<file path="src/rtl/vga_timing_gen.sv">
// VGA raster timing generator: early pixel requests, display side
// delayed by PIX_LAT+1 clocks so returned RGB lines up with syncs.
module vga_timing_gen #(
  parameter int H_ACTIVE = 640,
  parameter int H_FRONT  = 16,
  parameter int H_SYNC   = 96,
  parameter int H_BACK   = 48,
  parameter int V_ACTIVE = 480,
  parameter int V_FRONT  = 10,
  parameter int V_SYNC   = 2,
  parameter int V_BACK   = 33,
  parameter bit HS_POL   = 1'b0,
  parameter bit VS_POL   = 1'b0,
  parameter int PIX_LAT  = 2,
  parameter int CW       = 11
) (
  input  logic          clk,
  input  logic          rst_n,
  input  logic          i_enable,
  input  logic [7:0]    i_r,
  input  logic [7:0]    i_g,
  input  logic [7:0]    i_b,
  output logic          o_req,
  output logic [CW-1:0] o_x,
  output logic [CW-1:0] o_y,
  output logic          o_line_start,
  output logic          o_frame_start,
  output logic          o_frame_end,
  output logic [15:0]   o_frame_cnt,
  output logic          o_busy,
  output logic [7:0]    VGA_R,
  output logic [7:0]    VGA_G,
  output logic [7:0]    VGA_B,
  output logic          VGA_HS,
  output logic          VGA_VS,
  output logic          VGA_BLANK_N,
  output logic          VGA_SYNC_N
);

  localparam int H_TOTAL = H_ACTIVE + H_FRONT + H_SYNC + H_BACK;
  localparam int V_TOTAL = V_ACTIVE + V_FRONT + V_SYNC + V_BACK;
  localparam int HW = $clog2(H_TOTAL);
  localparam int VW = $clog2(V_TOTAL);
  localparam logic [31:0] HS_BEG = 32'(H_ACTIVE + H_FRONT);
  localparam logic [31:0] HS_END = 32'(H_ACTIVE + H_FRONT + H_SYNC);
  localparam logic [31:0] VS_BEG = 32'(V_ACTIVE + V_FRONT);
  localparam logic [31:0] VS_END = 32'(V_ACTIVE + V_FRONT + V_SYNC);

  typedef enum logic [1:0] {IDLE, RUN, STOP} state_t;

  state_t        state_q, state_d;
  logic [HW-1:0] hcnt_q, hcnt_d;
  logic [VW-1:0] vcnt_q, vcnt_d;
  logic [15:0]   fcnt_q, fcnt_d;
  logic [31:0]   hx, vx;
  logic          running, h_last, v_last, wrap, active;
  logic [2:0]    tap, dly;

  always_comb begin
    hx      = 32'(hcnt_q);
    vx      = 32'(vcnt_q);
    running = (state_q != IDLE);
    h_last  = (hx == 32'(H_TOTAL - 1));
    v_last  = (vx == 32'(V_TOTAL - 1));
    wrap    = running && h_last && v_last;
    state_d = state_q;
    hcnt_d  = hcnt_q;
    vcnt_d  = vcnt_q;
    fcnt_d  = fcnt_q;
    unique case (state_q)
      IDLE:    if (i_enable) state_d = RUN;
      RUN:     if (!i_enable) state_d = wrap ? IDLE : STOP;
      STOP:    if (wrap) state_d = IDLE;
               else if (i_enable) state_d = RUN;
      default: state_d = IDLE;
    endcase
    if (running) begin
      hcnt_d = h_last ? '0 : hcnt_q + 1'b1;
      if (h_last) vcnt_d = v_last ? '0 : vcnt_q + 1'b1;
      if (wrap) fcnt_d = fcnt_q + 16'd1;
    end
  end

  always_ff @(posedge clk or negedge rst_n) begin
    if (!rst_n) begin
      state_q <= IDLE;
      hcnt_q  <= '0;
      vcnt_q  <= '0;
      fcnt_q  <= '0;
    end else begin
      state_q <= state_d;
      hcnt_q  <= hcnt_d;
      vcnt_q  <= vcnt_d;
      fcnt_q  <= fcnt_d;
    end
  end

  // request side is combinational off the counters (no added latency)
  always_comb begin
    active = running
          && (hx < 32'(H_ACTIVE))
          && (vx < 32'(V_ACTIVE));
    o_req         = active;
    o_x           = active ? CW'(hcnt_q) : '0;
    o_y           = active ? CW'(vcnt_q) : '0;
    o_line_start  = active && (hcnt_q == '0);
    o_frame_start = active && (hcnt_q == '0)
                 && (vcnt_q == '0);
    o_frame_end   = active
                 && (hx == 32'(H_ACTIVE - 1))
                 && (vx == 32'(V_ACTIVE - 1));
    o_frame_cnt   = fcnt_q;
    o_busy        = running;
    tap[2] = running && (hx >= HS_BEG)
          && (hx < HS_END);
    tap[1] = running && (vx >= VS_BEG)
          && (vx < VS_END);
    tap[0] = active;
  end

  generate
    if (PIX_LAT == 0) begin : g_lat0
      assign dly = tap;
    end else if (PIX_LAT == 1) begin : g_lat1
      logic [2:0] sr_q;
      always_ff @(posedge clk or negedge rst_n) begin
        if (!rst_n) sr_q <= '0;
        else        sr_q <= tap;
      end
      assign dly = sr_q;
    end else begin : g_latn
      logic [3*PIX_LAT-1:0] sr_q, sr_d;
      always_comb sr_d = {sr_q[3*PIX_LAT-4:0], tap};
      always_ff @(posedge clk or negedge rst_n) begin
        if (!rst_n) sr_q <= '0;
        else        sr_q <= sr_d;
      end
      assign dly = sr_q[3*PIX_LAT-1 -: 3];
    end
  endgenerate

  logic [7:0] r_q, g_q, b_q, r_d, g_d, b_d;
  logic       hs_q, vs_q, bn_q, hs_d, vs_d, bn_d;

  always_comb begin
    r_d  = dly[0] ? i_r : 8'd0;
    g_d  = dly[0] ? i_g : 8'd0;
    b_d  = dly[0] ? i_b : 8'd0;
    hs_d = dly[2] ? HS_POL : ~HS_POL;
    vs_d = dly[1] ? VS_POL : ~VS_POL;
    bn_d = dly[0];
  end

  always_ff @(posedge clk or negedge rst_n) begin
    if (!rst_n) begin
      r_q  <= '0;
      g_q  <= '0;
      b_q  <= '0;
      hs_q <= ~HS_POL;
      vs_q <= ~VS_POL;
      bn_q <= 1'b0;
    end else begin
      r_q  <= r_d;
      g_q  <= g_d;
      b_q  <= b_d;
      hs_q <= hs_d;
      vs_q <= vs_d;
      bn_q <= bn_d;
    end
  end

  assign VGA_R       = r_q;
  assign VGA_G       = g_q;
  assign VGA_B       = b_q;
  assign VGA_HS      = hs_q;
  assign VGA_VS      = vs_q;
  assign VGA_BLANK_N = bn_q;
  assign VGA_SYNC_N  = 1'b0;

endmodule
</file>
<file path="config.mk">
export PLATFORM = sky130hd
export DESIGN_NAME = vga_timing_gen
export DESIGN_NICKNAME = d
export VERILOG_FILES = /design/src/rtl/vga_timing_gen.sv
export SDC_FILE = /design/constraint.sdc
export NUM_CORES = 1
export LEC_CHECK = 0
export ABC_AREA = 0
export CAP_MARGIN = 20
export CORE_MARGIN = 2
export CORE_UTILIZATION = 34
export DETAILED_ROUTE_END_ITERATION = 12
export PLACE_DENSITY_LB_ADDON = 0.2
export REMOVE_ABC_BUFFERS = 1
export SYNTH_ARGS = -nofsm -noshare
export SYNTH_HDL_FRONTEND = slang
export SYNTH_SLANG_ARGS = --single-unit
export TNS_END_PERCENT = 30
</file>
<file path="constraint.sdc">
create_clock -name clk -period 3.31 [get_ports clk]
set_input_delay 0.662 -clock clk [delete_from_list [all_inputs] [get_ports clk]]
set_output_delay 0.662 -clock clk [all_outputs]
set_load 0.01 [all_outputs]
</file>
==> results of run 1 <==
-- worst max-delay path by stage --
stage                           from       endpoint  cells past startpoint
final                      vcnt_q[5]  o_frame_start                      5
after global routing       vcnt_q[5]  o_frame_start                      5
after CTS                  hcnt_q[7]  o_frame_start                      5
after detailed placement   hcnt_q[7]  o_frame_start                      5
after global placement     hcnt_q[7]  o_frame_start                      5
after floorplan           state_q[0]  o_frame_start                      5
-- final cells by class --
| cell class | count | area, um2 |
|---|---|---|
| inverter | 10 | 37.5 |
| clock inverter | 5 | 81.3 |
| tap | 129 | 161 |
| timing repair buffer | 101 | 986 |
| sequential | 71 | 1780 |
| fill | 869 | 4720 |
| multi-input combinational | 202 | 1330 |
| clock buffer | 11 | 141 |
-- synthesized netlist by cell type (all sizes together), types with 6 or more instances --
library cell / n
and3: 8
o21ai: 9
nor2: 11
and4: 6
inv: 9
clkbuf: 10
nor4: 8
xnor2: 21
nor3: 7
dfrtp: 69
nand2: 10
xor2: 6
nand4: 19
buf: 11
and2: 44
nand3: 14
-- power groups by stage --
| stage | clock [mW] | combinational [mW] | sequential (mW) |
|---|---|---|---|
| floorplan | 0 | 0.165 | 1.03 |
| global placement | 0 | 0.384 | 1.04 |
| detailed placement | 0 | 0.382 | 1.04 |
| CTS | 0.782 | 0.387 | 1.03 |
| global route | 0.827 | 0.425 | 1.04 |
| finish | 0.759 | 0.381 | 1.02 |
-- placed cells by master (no fill, tap or decap), types with 3 or more instances in the layout --
master           netlist  layout
and4_1                 6       5
nor4_1                 6       6
conb_1                 1       4
nor2_1                11      11
dfrtp_1               69      69
nand2_1               10      10
o21ai_0                9       9
buf_4                  4       8
xnor2_1               21      21
nor4b_1                3       3
nand3_1               14      14
and2_1                44      44
clkdlybuf4s50_1        0      92
or4_1                  5       5
ha_1                   5       5
xor2_1                 6       6
or3_1                  4       4
inv_1                  9       9
nand4_1               19      19
nor3_1                 7       7
and3_1                 8       8
clkbuf_8               0      10
-- repair_timing --
item / 4_1_cts / 5_1_grt
hold buffers: 0 / 0
setup endpoints to repair: 1 / 0
resized for setup: 1 / 0
-- metal layers --
metal  GRT usage, %  wire (um)  part of all wire (%)  vias up
met5              0          0                     0        -
met4           5.61         97                   1.2        0
met3           3.59        554                   7.1        9
met2           23.2       3490                    45      108
met1           22.1       3640                    47     1207
li1               -          -                     -     1218
-- stage by stage --
step	hold WS (ns)	utilization (%)	setup WS (ns)	power, mW
floorplan	0.331	-	0.824	1.20
global placement	0.332	46.5	0.394	1.43
detailed placement	0.335	46.5	0.329	1.42
CTS	0.346	48.9	0.156	2.19
global route	0.358	48.9	0.0525	2.29
finish	0.348	48.9	0.204	2.16
-- worst max-delay path, cell delays in order (launching register included) --
cell and delay [ns]:
dfrtp_1 0.49, nand4_1 0.15, and4_2 0.46, and4_1 0.27, and4_1 0.20, clkdlybuf4s50_1 0.55
-- sequential cells by signal, indices dropped and copies added, names as in the netlist --
register and count:
o_frame_cnt 16, hcnt_q 10, vcnt_q 10, VGA_B 8
VGA_G 8, VGA_R 8, g_latn.sr_q 6, state_q 2
VGA_BLANK_N 1, VGA_HS 1, VGA_VS 1
-- cell families after synthesis --
logic type / after synthesis / synth area share, %
other: 1 / 0.115
buffers and inverters: 31 / 4.55
and+or+nand+nor: 145 / 27.1
AOI/OAI and AO/OA: 19 / 3.58
DFF: 71 / 54.8
xor gates and xnor gates: 27 / 7.28
adders and majority gates: 5 / 1.93
muxes: 2 / 0.694
==> qor.yml, run 1 <==
sta:
  skew_ns: 0.00812
  max_freq_mhz: 322
  slew_headroom_pct: 40.8
  fin_tns_setup_ns: 0
  tightest_slew_ns: 0.888
  setup_viol: 0
  period_share_pct: 93.8
  final_hold_viol_count: 0
  slew_viol_final: 0
  rsz0062_at_grt: "no"
  finalCriticalPeriod_ns: 3.11
worst_hold_path:
  worstHoldStart: "g_latn.sr_q[2]"
  hp-class: "flop to flop"
  min_path_cells: 0
  holdPathEnd: "g_latn.sr_q[5]"
clock_tree:
  postCtsSetupRepairBufs: 0
  cts_sinks: 71
  clkSlewWorstSetupHoldPaths_ns: 0.07
  cts_tree: "done"
  clk_latency_ns: 0.33
  cts_root_buf: "clkbuf_8"
  htree_levels: 3
  clk_path_buf_depth: 2
  numCtsBuffers: 9
pwr:
  peakVddDrop_mv: 0.275
  internal_power_mw: 1.60
  swShare_pct: 25.9
  p_leak_nw: 1.90
  power.switching_mw: 0.561
  p_seq_share_pct: 47.3
  power_density_nw_per_um2: 479
  power.share.clock_pct: 35.1
  p_comb_share_pct: 17.6
die:
  die_h_um: 102
  die_x_um: 102
  initial_core_util_pct: 35.1
  row_count: 35
  core_um2: 9240
  ioPinCount: 98
  dieArea_um2: 10300
global_route:
  first_global_vias: 2504
  grt_pass1_wl_um: 12500
  antenna_found_initial: 0
  grt_max_degree: 72
  track_usage_pct: 15.5
  overflow: 0
critical_path:
  worstReg2RegStart: "hcnt_q[0]"
  worst-endpoint-required_ns: 2.65
  reg2regPathDepth: 5
  cp.arrival_ns: 2.44
  r2r-end: "vcnt_q[8]"
  rrSetupSlack_ns: 1.02
  setup.worst_path.class: "flop to output port"
  critical_path.startpoint_type: "flop"
  cp_max_fo: 22
  endpoint_kind: "output port"
logic_synthesis:
  ys_seq_area_share_pct: 54.8
  syn_area_um2: 3250
  yosysUniqueCellTypes: 41
  ys_warn_count: 0
  ys_ff_latch: 71
  syn_inst: 301
  yosysTopAreaCell: "dfrtp_1"
  yosysTopAreaCellShare_pct: 53.2
  synth_ff_type: "dfrtp_1"
  syn_avg_cell_area_um2: 10.8
  synth-async-reset-ratio_pct: 100
  synth_area_leaders: "dfrtp_1 53%, and2_1 8.5%, xnor2_1 5.7%"
  synth_edf_count: 0
layout:
  layout-drive-gt1-share_pct: 8.25
  antenna_cells: 0
  instances_no_fill: 529
  fin_nets: 427
  finalInstanceArea_um2: 4520
  area_delta_synth_final_pct: 39.2
placement:
  port-buffer-count: 93
  place_inst: 513
  place_area_um2: 4300
  dp_hpwl_um: 5350
  gp_congestion: 0.861
drt:
  dr.first_iter.drc_count: 78
  vias_per_cell: 4.81
  vias: 2542
  avgRoutedWirePerCell_um: 14.7
  dr.pass1.iters: 4
  routed_wl_um: 7790
  drc: 0
  final_antenna_net_count: 0
run:
  cap_violations: 0
run_status:
  status: "finished clean"
(Power assumes the default switching activity.)
==> run 2, diff against run 1 <==
--- a/config.mk
+++ b/config.mk
@@ -10,7 +10,9 @@
 export CORE_MARGIN = 2
 export CORE_UTILIZATION = 34
 export DETAILED_ROUTE_END_ITERATION = 12
+export GPL_ROUTABILITY_DRIVEN = 0
 export PLACE_DENSITY_LB_ADDON = 0.2
+export RECOVER_POWER = 50
 export REMOVE_ABC_BUFFERS = 1
 export SYNTH_ARGS = -nofsm -noshare
 export SYNTH_HDL_FRONTEND = slang
==> run 2 against run 1 <==
Global-route usage did not move; clock-buffer cell count did not move; routed wire length is essentially flat; total power down 0.30%; sequential share of layout area increased by 0.087 points; clock skew barely moved; critical path depth is the same; highest routed layer unchanged; largest cell class unchanged; clock power barely moved; die area unchanged; setup slack got worse by 0.0046 ns; sequential power about the same; critical endpoint unchanged; via count shrank 0.24%; the flow now finishes with violations (capacitance limit, slew limit); critical path type unchanged.
==> qor.yml, run 2 (synthesis results as in run 1) <==
critical_path:
  critical_path.startpoint_type: "flop"
  worst-endpoint-required_ns: 2.65  # about the same
  cp_max_fo: 22  # unchanged
  endpoint_kind: "output port"
  cp.arrival_ns: 2.45  # about the same
  setup.worst_path.class: "flop to output port"
die:
  die_h_um: 102  # unchanged
  row_count: 35  # unchanged
  ioPinCount: 98  # unchanged
  initial_core_util_pct: 35.1  # unchanged
  die_x_um: 102  # unchanged
  core_um2: 9240  # unchanged
  dieArea_um2: 10300  # unchanged
clock_tree:
  postCtsSetupRepairBufs: 0  # unchanged
  clkSlewWorstSetupHoldPaths_ns: 0.07  # about the same
  clk_latency_ns: 0.33  # about the same
  cts_tree: "done"
  htree_levels: 3  # unchanged
  cts_sinks: 71  # unchanged
  cts_root_buf: "clkbuf_8"
  clk_path_buf_depth: 2  # unchanged
  numCtsBuffers: 9  # unchanged
layout:
  final_common_cell: "clkdlybuf4s50_1"
  register_area_um2: 1780  # unchanged
  instances_no_fill: 529  # unchanged
  fin_util_pct: 48.8  # -0.11 points
  multi_input_area_um2: 1330  # unchanged
  fin_nets: 427  # unchanged
  area_delta_synth_final_pct: 38.9
  finalInstanceArea_um2: 4510  # -0.22%
  antenna_cells: 0  # unchanged
  final_cell_mix: "92 x clkdlybuf4s50_1, 69 x dfrtp_1, 32 x and2_1"
  nFillCells: 873  # +0.46%
  largest_reg_flops: 16  # unchanged
  layout-drive-gt1-share_pct: 7.75  # -0.50 points
global_route:
  antenna_found_initial: 0  # unchanged
  grt_max_degree: 72  # unchanged
  grt_pass1_wl_um: 12500  # unchanged
  track_usage_pct: 15.5  # unchanged
  first_global_vias: 2504  # unchanged
  overflow: 0  # unchanged
sta:
  slew_viol_final: 72  # +72
  finalCriticalPeriod_ns: 3.11  # +0.00458 ns
  period_share_pct: 94.0  # +0.14 points
  max_freq_mhz: 321  # -0.15%
  setup_viol: 0  # unchanged
  fin_tns_setup_ns: 0  # unchanged
  rsz0062_at_grt: "no"
  slew_headroom_pct: -15.8  # -57 points
  final_hold_viol_count: 0  # unchanged
  tightest_slew_ns: 1.74  # +0.849 ns
  skew_ns: 0.00800  # -0.000123 ns
drt:
  final_antenna_net_count: 0  # unchanged
  drc: 0  # unchanged
  dr.first_iter.drc_count: 91  # +17%
  vias: 2536  # -0.24%
  dr.pass1.iters: 4  # unchanged
  routed_wl_um: 7780  # about the same
  avgRoutedWirePerCell_um: 14.7  # about the same
  vias_per_cell: 4.79  # -0.24%
pwr:
  peakVddDrop_mv: 0.275  # about the same
  p_leak_nw: 1.89  # -0.86%
  power_density_nw_per_um2: 479  # about the same
run_status:
  violations: "capacitance limit, slew limit"
  status: "complete, but fails checks"
placement:
  port-buffer-count: 93  # unchanged
  place_inst: 513  # unchanged
  place_area_um2: 4300  # unchanged
  dp_hpwl_um: 5350  # unchanged
worst_hold_path:
  hp-class: "flop to flop"
run:
  cap_violations: 1  # +1
==> run 2: changes by cell type in the layout (fill, tap and decap cells not counted), sizes merged <==
cell,before,now
buf,9,6
clkbuf,11,14
==> run 2: area by class of cell <==
class,instances,share of cell area [%]
Clock buffer,11,3.14
Clock inverter,5,1.80
Inverter,10,0.832
Multi-Input combinational cell,202,29.6
Sequential cell,71,39.5
Tap cell,129,3.58
Timing Repair Buffer,101,21.6
==> run 2: what timing repair did <==
item,4_1_cts,5_1_grt
hold endpoints to repair,0,0
resized for setup,1,0
setup endpoints to repair,1,0
hold buffers,0,0
==> run 2: metal layers <==
layer  GRT usage (%)  part of all wire, %  vias up
met5               0                    0        -
met4            5.61                  1.1        0
met3            3.59                  6.6       10
met2            23.2                   45      102
met1            22.1                   47     1205
li1                -                    -     1219
==> run 2: final timing paths <==
check	start	end	slack [ns]	depth (start not counted)
min	g_latn.sr_q[2]	g_latn.sr_q[5]	0.35	0
max in group asynchronous	rst_n	vcnt_q[4]	1.41	2
max reg2reg	hcnt_q[0]	vcnt_q[8]	1.02	5
min reg2reg	g_latn.sr_q[2]	g_latn.sr_q[5]	0.35	0
max	vcnt_q[5]	o_frame_start	0.20	5
min in group asynchronous	rst_n	VGA_R[1]	0.88	2
==> run 2: metrics by stage <==
step,power (mW),hold WS (ns),setup slack [ns]
floorplan,1.20,0.331,0.824
global placement,1.43,0.332,0.394
detailed placement,1.42,0.335,0.329
CTS,2.19,0.346,0.156
global route,2.29,0.358,0.0525
finish,2.16,0.348,0.199
==> run 2: critical path, stage by stage, from the launching register on <==
cell	delay [ns]
dfrtp_1	0.49
nand4_1	0.15
and4_2	0.47
and4_1	0.27
and4_1	0.20
clkdlybuf4s50_1	0.55
==> run 2: where the power goes <==
| part | total (mW) | switching [mW] | internal, mW | leakage, nW |
|---|---|---|---|---|
| sequential | 1.02 | 0.0864 | 0.938 | 0.933 |
| clock | 0.757 | 0.311 | 0.445 | 0.110 |
| combinational | 0.377 | 0.161 | 0.216 | 0.845 |
| total | 2.16 | 0.559 | 1.60 | 1.89 |
